[src/rtl/axi_lite_slave_mem.sv]
// AXI4-Lite word memory responder with independent read/write FSMs and
// programmable wait-state latency on each channel.
//
// state  | meaning
// R_IDLE | ARREADY high, waiting for a read address
// R_WAIT | read latency countdown
// R_RESP | RVALID high, holding RDATA/RRESP until RREADY
// W_IDLE | collecting AW and W in any order
// W_WAIT | write latency countdown, commit on exit
// W_RESP | BVALID high, holding BRESP until BREADY
module axi_lite_slave_mem #(
    parameter int                    DATA_WIDTH    = 32,
    parameter int                    ADDR_WIDTH    = 32,
    parameter int                    DEPTH         = 64,
    parameter logic [ADDR_WIDTH-1:0] BASE_ADDR     = '0,
    parameter int                    READ_LATENCY  = 2,
    parameter int                    WRITE_LATENCY = 1
) (
    input  logic                    clk,
    input  logic                    reset,
    input  logic [ADDR_WIDTH-1:0]   ARADDR,
    input  logic                    ARVALID,
    output logic                    ARREADY,
    output logic [DATA_WIDTH-1:0]   RDATA,
    output logic [1:0]              RRESP,
    output logic                    RVALID,
    input  logic                    RREADY,
    input  logic [ADDR_WIDTH-1:0]   AWADDR,
    input  logic                    AWVALID,
    output logic                    AWREADY,
    input  logic [DATA_WIDTH-1:0]   WDATA,
    input  logic [DATA_WIDTH/8-1:0] WSTRB,
    input  logic                    WVALID,
    output logic                    WREADY,
    output logic [1:0]              BRESP,
    output logic                    BVALID,
    input  logic                    BREADY
);
    localparam int BYTES = DATA_WIDTH / 8;
    localparam int OFF   = $clog2(BYTES);
    localparam int IDXW  = $clog2(DEPTH);
    localparam logic [ADDR_WIDTH:0] SPAN = (ADDR_WIDTH+1)'(DEPTH * BYTES);
    localparam logic [3:0] RD_LAT = 4'(READ_LATENCY);
    localparam logic [3:0] WR_LAT = 4'(WRITE_LATENCY);
    localparam logic [1:0] RESP_OKAY   = 2'b00;
    localparam logic [1:0] RESP_SLVERR = 2'b10;

    typedef enum logic [1:0] {R_IDLE, R_WAIT, R_RESP} r_state_e;
    typedef enum logic [1:0] {W_IDLE, W_WAIT, W_RESP} w_state_e;

    // An address below BASE_ADDR wraps to a huge offset, so one compare covers both bounds.
    function automatic logic addr_err(input logic [ADDR_WIDTH-1:0] a);
        logic [ADDR_WIDTH:0] d;
        d = {1'b0, a} - {1'b0, BASE_ADDR};
        return (a[OFF-1:0] != '0) || (d >= SPAN);
    endfunction

    logic [DATA_WIDTH-1:0] mem_q [DEPTH];

    r_state_e              r_state_q, r_state_d;
    logic [3:0]            r_cnt_q, r_cnt_d;
    logic                  ar_ready_q, ar_ready_d;
    logic                  r_valid_q, r_valid_d;
    logic [ADDR_WIDTH-1:0] araddr_q, araddr_d;
    logic [DATA_WIDTH-1:0] rdata_q, rdata_d;
    logic [1:0]            rresp_q, rresp_d;

    w_state_e              w_state_q, w_state_d;
    logic [3:0]            w_cnt_q, w_cnt_d;
    logic                  aw_ready_q, aw_ready_d;
    logic                  w_ready_q, w_ready_d;
    logic                  b_valid_q, b_valid_d;
    logic [1:0]            bresp_q, bresp_d;
    logic [ADDR_WIDTH-1:0] awaddr_q, awaddr_d;
    logic [DATA_WIDTH-1:0] wdata_q, wdata_d;
    logic [BYTES-1:0]      wstrb_q, wstrb_d;

    logic                  ar_hs, rd_sample, rd_err;
    logic [ADDR_WIDTH-1:0] rd_addr;
    logic [IDXW-1:0]       rd_idx;

    logic                  aw_hs, w_hs, wr_capture, wr_commit, wr_err, mem_we;
    logic [ADDR_WIDTH-1:0] wr_addr;
    logic [DATA_WIDTH-1:0] wr_data;
    logic [BYTES-1:0]      wr_strb;
    logic [IDXW-1:0]       wr_idx;

    // A low READY means the channel value is already latched; otherwise take it live.
    assign ar_hs   = (r_state_q == R_IDLE) && ARVALID && ar_ready_q;
    assign rd_addr = ar_ready_q ? ARADDR : araddr_q;
    assign rd_idx  = IDXW'((rd_addr - BASE_ADDR) >> OFF);
    assign rd_err  = addr_err(rd_addr);

    assign aw_hs      = (w_state_q == W_IDLE) && AWVALID && aw_ready_q;
    assign w_hs       = (w_state_q == W_IDLE) && WVALID && w_ready_q;
    assign wr_capture = (w_state_q == W_IDLE) && (aw_hs || !aw_ready_q) && (w_hs || !w_ready_q);
    assign wr_commit  = ((w_state_q == W_WAIT) && (w_cnt_q <= 4'd1))
                        || ((WRITE_LATENCY == 0) && wr_capture);
    assign wr_addr    = aw_ready_q ? AWADDR : awaddr_q;
    assign wr_data    = w_ready_q ? WDATA : wdata_q;
    assign wr_strb    = w_ready_q ? WSTRB : wstrb_q;
    assign wr_idx     = IDXW'((wr_addr - BASE_ADDR) >> OFF);
    assign wr_err     = addr_err(wr_addr);
    assign mem_we     = wr_commit && !wr_err && !reset;

    always_ff @(posedge clk or posedge reset) begin
        if (reset) begin
            r_state_q  <= R_IDLE;
            r_cnt_q    <= '0;
            ar_ready_q <= 1'b1;
            r_valid_q  <= 1'b0;
            araddr_q   <= '0;
            rdata_q    <= '0;
            rresp_q    <= RESP_OKAY;
            w_state_q  <= W_IDLE;
            w_cnt_q    <= '0;
            aw_ready_q <= 1'b1;
            w_ready_q  <= 1'b1;
            b_valid_q  <= 1'b0;
            bresp_q    <= RESP_OKAY;
            awaddr_q   <= '0;
            wdata_q    <= '0;
            wstrb_q    <= '0;
        end else begin
            r_state_q  <= r_state_d;
            r_cnt_q    <= r_cnt_d;
            ar_ready_q <= ar_ready_d;
            r_valid_q  <= r_valid_d;
            araddr_q   <= araddr_d;
            rdata_q    <= rdata_d;
            rresp_q    <= rresp_d;
            w_state_q  <= w_state_d;
            w_cnt_q    <= w_cnt_d;
            aw_ready_q <= aw_ready_d;
            w_ready_q  <= w_ready_d;
            b_valid_q  <= b_valid_d;
            bresp_q    <= bresp_d;
            awaddr_q   <= awaddr_d;
            wdata_q    <= wdata_d;
            wstrb_q    <= wstrb_d;
        end
    end

    // Memory is not reset; a read sampling this edge sees the pre-write word.
    always_ff @(posedge clk) begin
        if (mem_we) begin
            for (int i = 0; i < BYTES; i++) begin
                if (wr_strb[i]) mem_q[wr_idx][8*i +: 8] <= wr_data[8*i +: 8];
            end
        end
    end

    always_comb begin
        r_state_d = r_state_q;
        case (r_state_q)
            R_IDLE:  if (ar_hs) r_state_d = (READ_LATENCY == 0) ? R_RESP : R_WAIT;
            R_WAIT:  if (r_cnt_q <= 4'd1) r_state_d = R_RESP;
            R_RESP:  if (RREADY) r_state_d = R_IDLE;
            default: r_state_d = R_IDLE;
        endcase
    end

    always_comb begin
        ar_ready_d = ar_ready_q;
        r_valid_d  = r_valid_q;
        r_cnt_d    = r_cnt_q;
        araddr_d   = araddr_q;
        rdata_d    = rdata_q;
        rresp_d    = rresp_q;
        rd_sample  = 1'b0;
        case (r_state_q)
            R_IDLE: begin
                if (ar_hs) begin
                    ar_ready_d = 1'b0;
                    araddr_d   = ARADDR;
                    r_cnt_d    = RD_LAT;
                    rd_sample  = (READ_LATENCY == 0);
                end
            end
            R_WAIT: begin
                if (r_cnt_q <= 4'd1) rd_sample = 1'b1;
                else                 r_cnt_d   = r_cnt_q - 4'd1;
            end
            R_RESP: begin
                if (RREADY) begin
                    r_valid_d  = 1'b0;
                    ar_ready_d = 1'b1;
                end
            end
            default: ;
        endcase
        if (rd_sample) begin
            r_valid_d = 1'b1;
            rdata_d   = rd_err ? '0 : mem_q[rd_idx];
            rresp_d   = rd_err ? RESP_SLVERR : RESP_OKAY;
        end
    end

    always_comb begin
        w_state_d = w_state_q;
        case (w_state_q)
            W_IDLE:  if (wr_capture) w_state_d = (WRITE_LATENCY == 0) ? W_RESP : W_WAIT;
            W_WAIT:  if (w_cnt_q <= 4'd1) w_state_d = W_RESP;
            W_RESP:  if (BREADY) w_state_d = W_IDLE;
            default: w_state_d = W_IDLE;
        endcase
    end

    always_comb begin
        aw_ready_d = aw_ready_q;
        w_ready_d  = w_ready_q;
        b_valid_d  = b_valid_q;
        bresp_d    = bresp_q;
        w_cnt_d    = w_cnt_q;
        awaddr_d   = awaddr_q;
        wdata_d    = wdata_q;
        wstrb_d    = wstrb_q;
        case (w_state_q)
            W_IDLE: begin
                if (aw_hs) begin
                    aw_ready_d = 1'b0;
                    awaddr_d   = AWADDR;
                end
                if (w_hs) begin
                    w_ready_d = 1'b0;
                    wdata_d   = WDATA;
                    wstrb_d   = WSTRB;
                end
                if (wr_capture) w_cnt_d = WR_LAT;
            end
            W_WAIT: begin
                if (w_cnt_q > 4'd1) w_cnt_d = w_cnt_q - 4'd1;
            end
            W_RESP: begin
                if (BREADY) begin
                    b_valid_d  = 1'b0;
                    aw_ready_d = 1'b1;
                    w_ready_d  = 1'b1;
                end
            end
            default: ;
        endcase
        if (wr_commit) begin
            b_valid_d = 1'b1;
            bresp_d   = wr_err ? RESP_SLVERR : RESP_OKAY;
        end
    end

    assign ARREADY = ar_ready_q;
    assign RVALID  = r_valid_q;
    assign RDATA   = rdata_q;
    assign RRESP   = rresp_q;
    assign AWREADY = aw_ready_q;
    assign WREADY  = w_ready_q;
    assign BVALID  = b_valid_q;
    assign BRESP   = bresp_q;

endmodule

[config.mk]
export PLATFORM = sky130hd
export DESIGN_NAME = axi_lite_slave_mem
export DESIGN_NICKNAME = d
export VERILOG_FILES = /design/src/rtl/axi_lite_slave_mem.sv
export SDC_FILE = /design/constraint.sdc
export NUM_CORES = 2
export LEC_CHECK = 0
export ABC_AREA = 0
export CORE_MARGIN = 2
export CORE_UTILIZATION = 45
export DETAILED_ROUTE_END_ITERATION = 6
export GPL_TIMING_DRIVEN = 0
export PLACE_DENSITY_LB_ADDON = 0.3
export SYNTH_ARGS = -nofsm -noshare
export SYNTH_HDL_FRONTEND = slang
export SYNTH_SLANG_ARGS = --single-unit
[constraint.sdc]
create_clock -name clk -period 9.97 [get_ports clk]
set_clock_uncertainty 0.15 [all_clocks]
set_input_delay 1.994 -clock clk [delete_from_list [all_inputs] [get_ports clk]]
set_output_delay 1.994 -clock clk [all_outputs]
set_load 0.005 [all_outputs]
==> summary.txt <==
Cells and area
  – Nets: a little over 7000
  – Layout cells sized above 1: about a tenth
  – Post-route design area: a little under 0.1 mm^2
  – Fin cells: between 9000 and 10000
  – Area growth syn-to-layout: 14.0%

Routing
  – Via count: approximately 58000
  – Pre-Repair DR Iteration Count: 6
  – DR vias/cell: between 5 and 6
  – # DRC: 0
  – Avg WL per Cell: 28.5 um
  – Post-route ant nets: 0
  – WL final: about 280000 um
  – DR iter-0 viols: about 8700

Setup path
  – Crit Path Category: input pin to flop
  – WP data arrival: ~6.6 ns
  – Worst endpoint required time: around 11 ns
  – Critical path endpoint category: flop
  – Startpoint type of the worst setup path: input pin
  – CP Max Fanout: 10

Clocking
  – Worst-skew pair later-pin latency: between 0.8 and 0.9 ns
  – Htree depth: 4
  – Setup Fix Bufs, Post-CTS: 0
  – Clock Tree Root: clkbuf_16
  – Sink Count: between 2000 and 2500
  – CTS clock-pin slew for the worst setup and hold paths: ~0.06 ns
  – Cts bufs inserted: about 210
  – # resized after CTS: 0
  – Hold Buf Count CTS: 0
  – CTS tree: done
  – Maximum root-to-sink buffer count: 3

STA
  – Period utilization: about three fifths
  – Worst Tran Pin Value: between 1 and 1.5 ns
  – Worst setup slack after layout: between 4 and 5 ns
  – WHS: between 0.3 and 0.4 ns
  – Final-report hold violation count: 0
  – RSZ-0062 raised after global routing: false
  – Max-slew violation count: 0
  – Max transition margin: 4.92%
  – Setup TNS: 0 ns
  – Min Tclk post-route: 5.88 ns
  – FMAX: about 170 MHz
  – Final setup violation count: 0

Yosys
  – Count leader, synth: edfxtp_1
  – Synth top area share: between 70% and 80%
  – Cell count after synthesis: approximately 6600
  – Mean Syn Cell Area: 13.2 um^2
  – Register area share after synthesis: about three quarters
  – Mapped cell area: around 0.087 mm^2
  – Synth top cells by count: edfxtp_1, nand2_1, nand3_1
  – Post-synth cell types: 52
  – Ys flop type: edfxtp_1
  – Ys async rst share: under 10%
  – Leading area contributor after synthesis: edfxtp_1
  – Post-synth EDFFs: about 2000
  – Post-synthesis register bit count: between 2000 and 2500
  – Synth area leaders: edfxtp_1, nand2_1, nand3_1
  – Synth warn: 0

Placement
  – DP Area: 0.0923 mm^2
  – PortBufs: 145
  – Cells after DPL: 9304
  – Setup WS pre-CTS: ~3.5 ns
  – Final RePlAce weighted congestion: about 0.97
  – Dpl hpwl: about 190000 um

Floorplan
  – DIE HEIGHT: ~440 um
  – Die Area: approximately 0.20 mm^2
  – Io pins: ~150
  – Core area: about 0.19 mm^2
  – Starting Density: 45.2%
  – Chip width: ~440 um
  – Site Rows: between 150 and 200

Global route
  – Pin count of the biggest net entering global routing: between 80 and 90
  – Initial antenna violation count: 23
  – Vias in the first global route: ~55000
  – Gr ovfl total: 0
  – First-pass GRT wire length: roughly 390000 um
  – Global-route usage over all layers: 27.6%

Worst hold path
  – Hold/Removal Path Class: flop to flop

Power
  – Leak Pwr: 0.0332 uW
  – Power Density: about 230 mW/mm^2
  – Worst vdd ir: approximately 0.31 mV

Job
  – Max_cap viols: 0

Run status
  – Status: complete, no violations
-- final timing paths --
kind,from,endpoint,slack [ns],depth (start not counted)
setup / recovery,ARADDR[2],RDATA[4],4.09,9
hold / removal,wstrb_q[0],wstrb_q[0],0.35,1
setup reg to reg,ARREADY,RDATA[4],4.80,9
hold reg to reg,wstrb_q[0],wstrb_q[0],0.35,1
max in group asynchronous,reset,RDATA[12],7.33,3
min in group asynchronous,reset,awaddr_q[7],1.45,2
-- cell type report --
class                      instances  area, um^2
buffer                           417        2050
clock inverter                   121        1130
fill                           16200       93100
tap                             2526        3160
clock buffer                     275        5630
sequential                      2199       65300
multi-input combinational       3976       19700
timing repair buffer             170        2060
antenna                            7        17.5
inverter                          16        67.6
-- where the power goes --
group	switching, uW	leakage [uW]	internal (uW)
Sequential	90.8	0.0204	11700
Clock	3520	0.00329	4430
Combinational	2670	0.00956	635
-- logic make-up (layout without fill, tap and decap cells) --
family | after synthesis | after routing | synth area share, %
buffers and inverters | 433 | 999 | 2.43
flip-flops | 2199 | 2199 | 75.1
other | 1 | 9 | 0.00431
multiplexers | 211 | 211 | 2.63
AO/OA/AOI/OAI | 361 | 361 | 3.03
adder cells (fa/ha/maj) | 4 | 4 | 0.0576
AND/OR/NAND/NOR | 3394 | 3394 | 16.7
XOR/XNOR | 4 | 4 | 0.0403
-- flip-flops by register name, indices dropped and copies added (netlist names), 4 cells and up --
signal,cells
mem_q,2048
RDATA,32
araddr_q,32
awaddr_q,32
wdata_q,32
r_cnt_q,4
w_cnt_q,4
wstrb_q,4
-- cells in the final DEF, fill, tap and decap left out, drive strengths merged, types with 29 or more instances in the layout --
cell / netlist / layout
clkdlybuf4s50: 0 / 145
a32oi: 64 / 64
a2111o: 32 / 32
mux2: 139 / 139
clkinv: 0 / 87
clkbuf: 127 / 402
nand4: 261 / 261
o22ai: 33 / 33
a31oi: 138 / 138
buf: 290 / 315
dfrtp: 148 / 148
nand3: 778 / 778
nand2: 1997 / 1997
a21oi: 40 / 40
edfxtp: 2048 / 2048
a41oi: 32 / 32
mux2i: 72 / 72
inv: 16 / 29
nor2: 297 / 297
-- per-stage QoR --
stage	utilization, %	power, uW
final	51.6	23100
after global routing	51.6	23600
after CTS	51.6	23000
after detailed placement	48.0	15200
after global placement	47.6	14900
after floorplan	-	13200
-- layer usage --
metal  part of all wire (%)  global-route usage, %  vias to the layer above
met5                  0.060                      0                        -
met4                    5.6                   14.2                       24
met3                     12                   7.36                      635
met2                     44                   41.9                     3574
met1                     38                   36.7                    28800
li1                       -                      -                    25000
-- critical path, cell delays in order --
cell             delay (ns)
clkdlybuf4s50_1        0.44
mux2i_1                0.59
clkbuf_1               0.96
buf_2                  0.38
nand2_1                0.09
nand3_1                0.10
nand4_1                0.45
a41oi_1                1.31
a2111o_1               0.21
(Power assumes the default switching activity.)
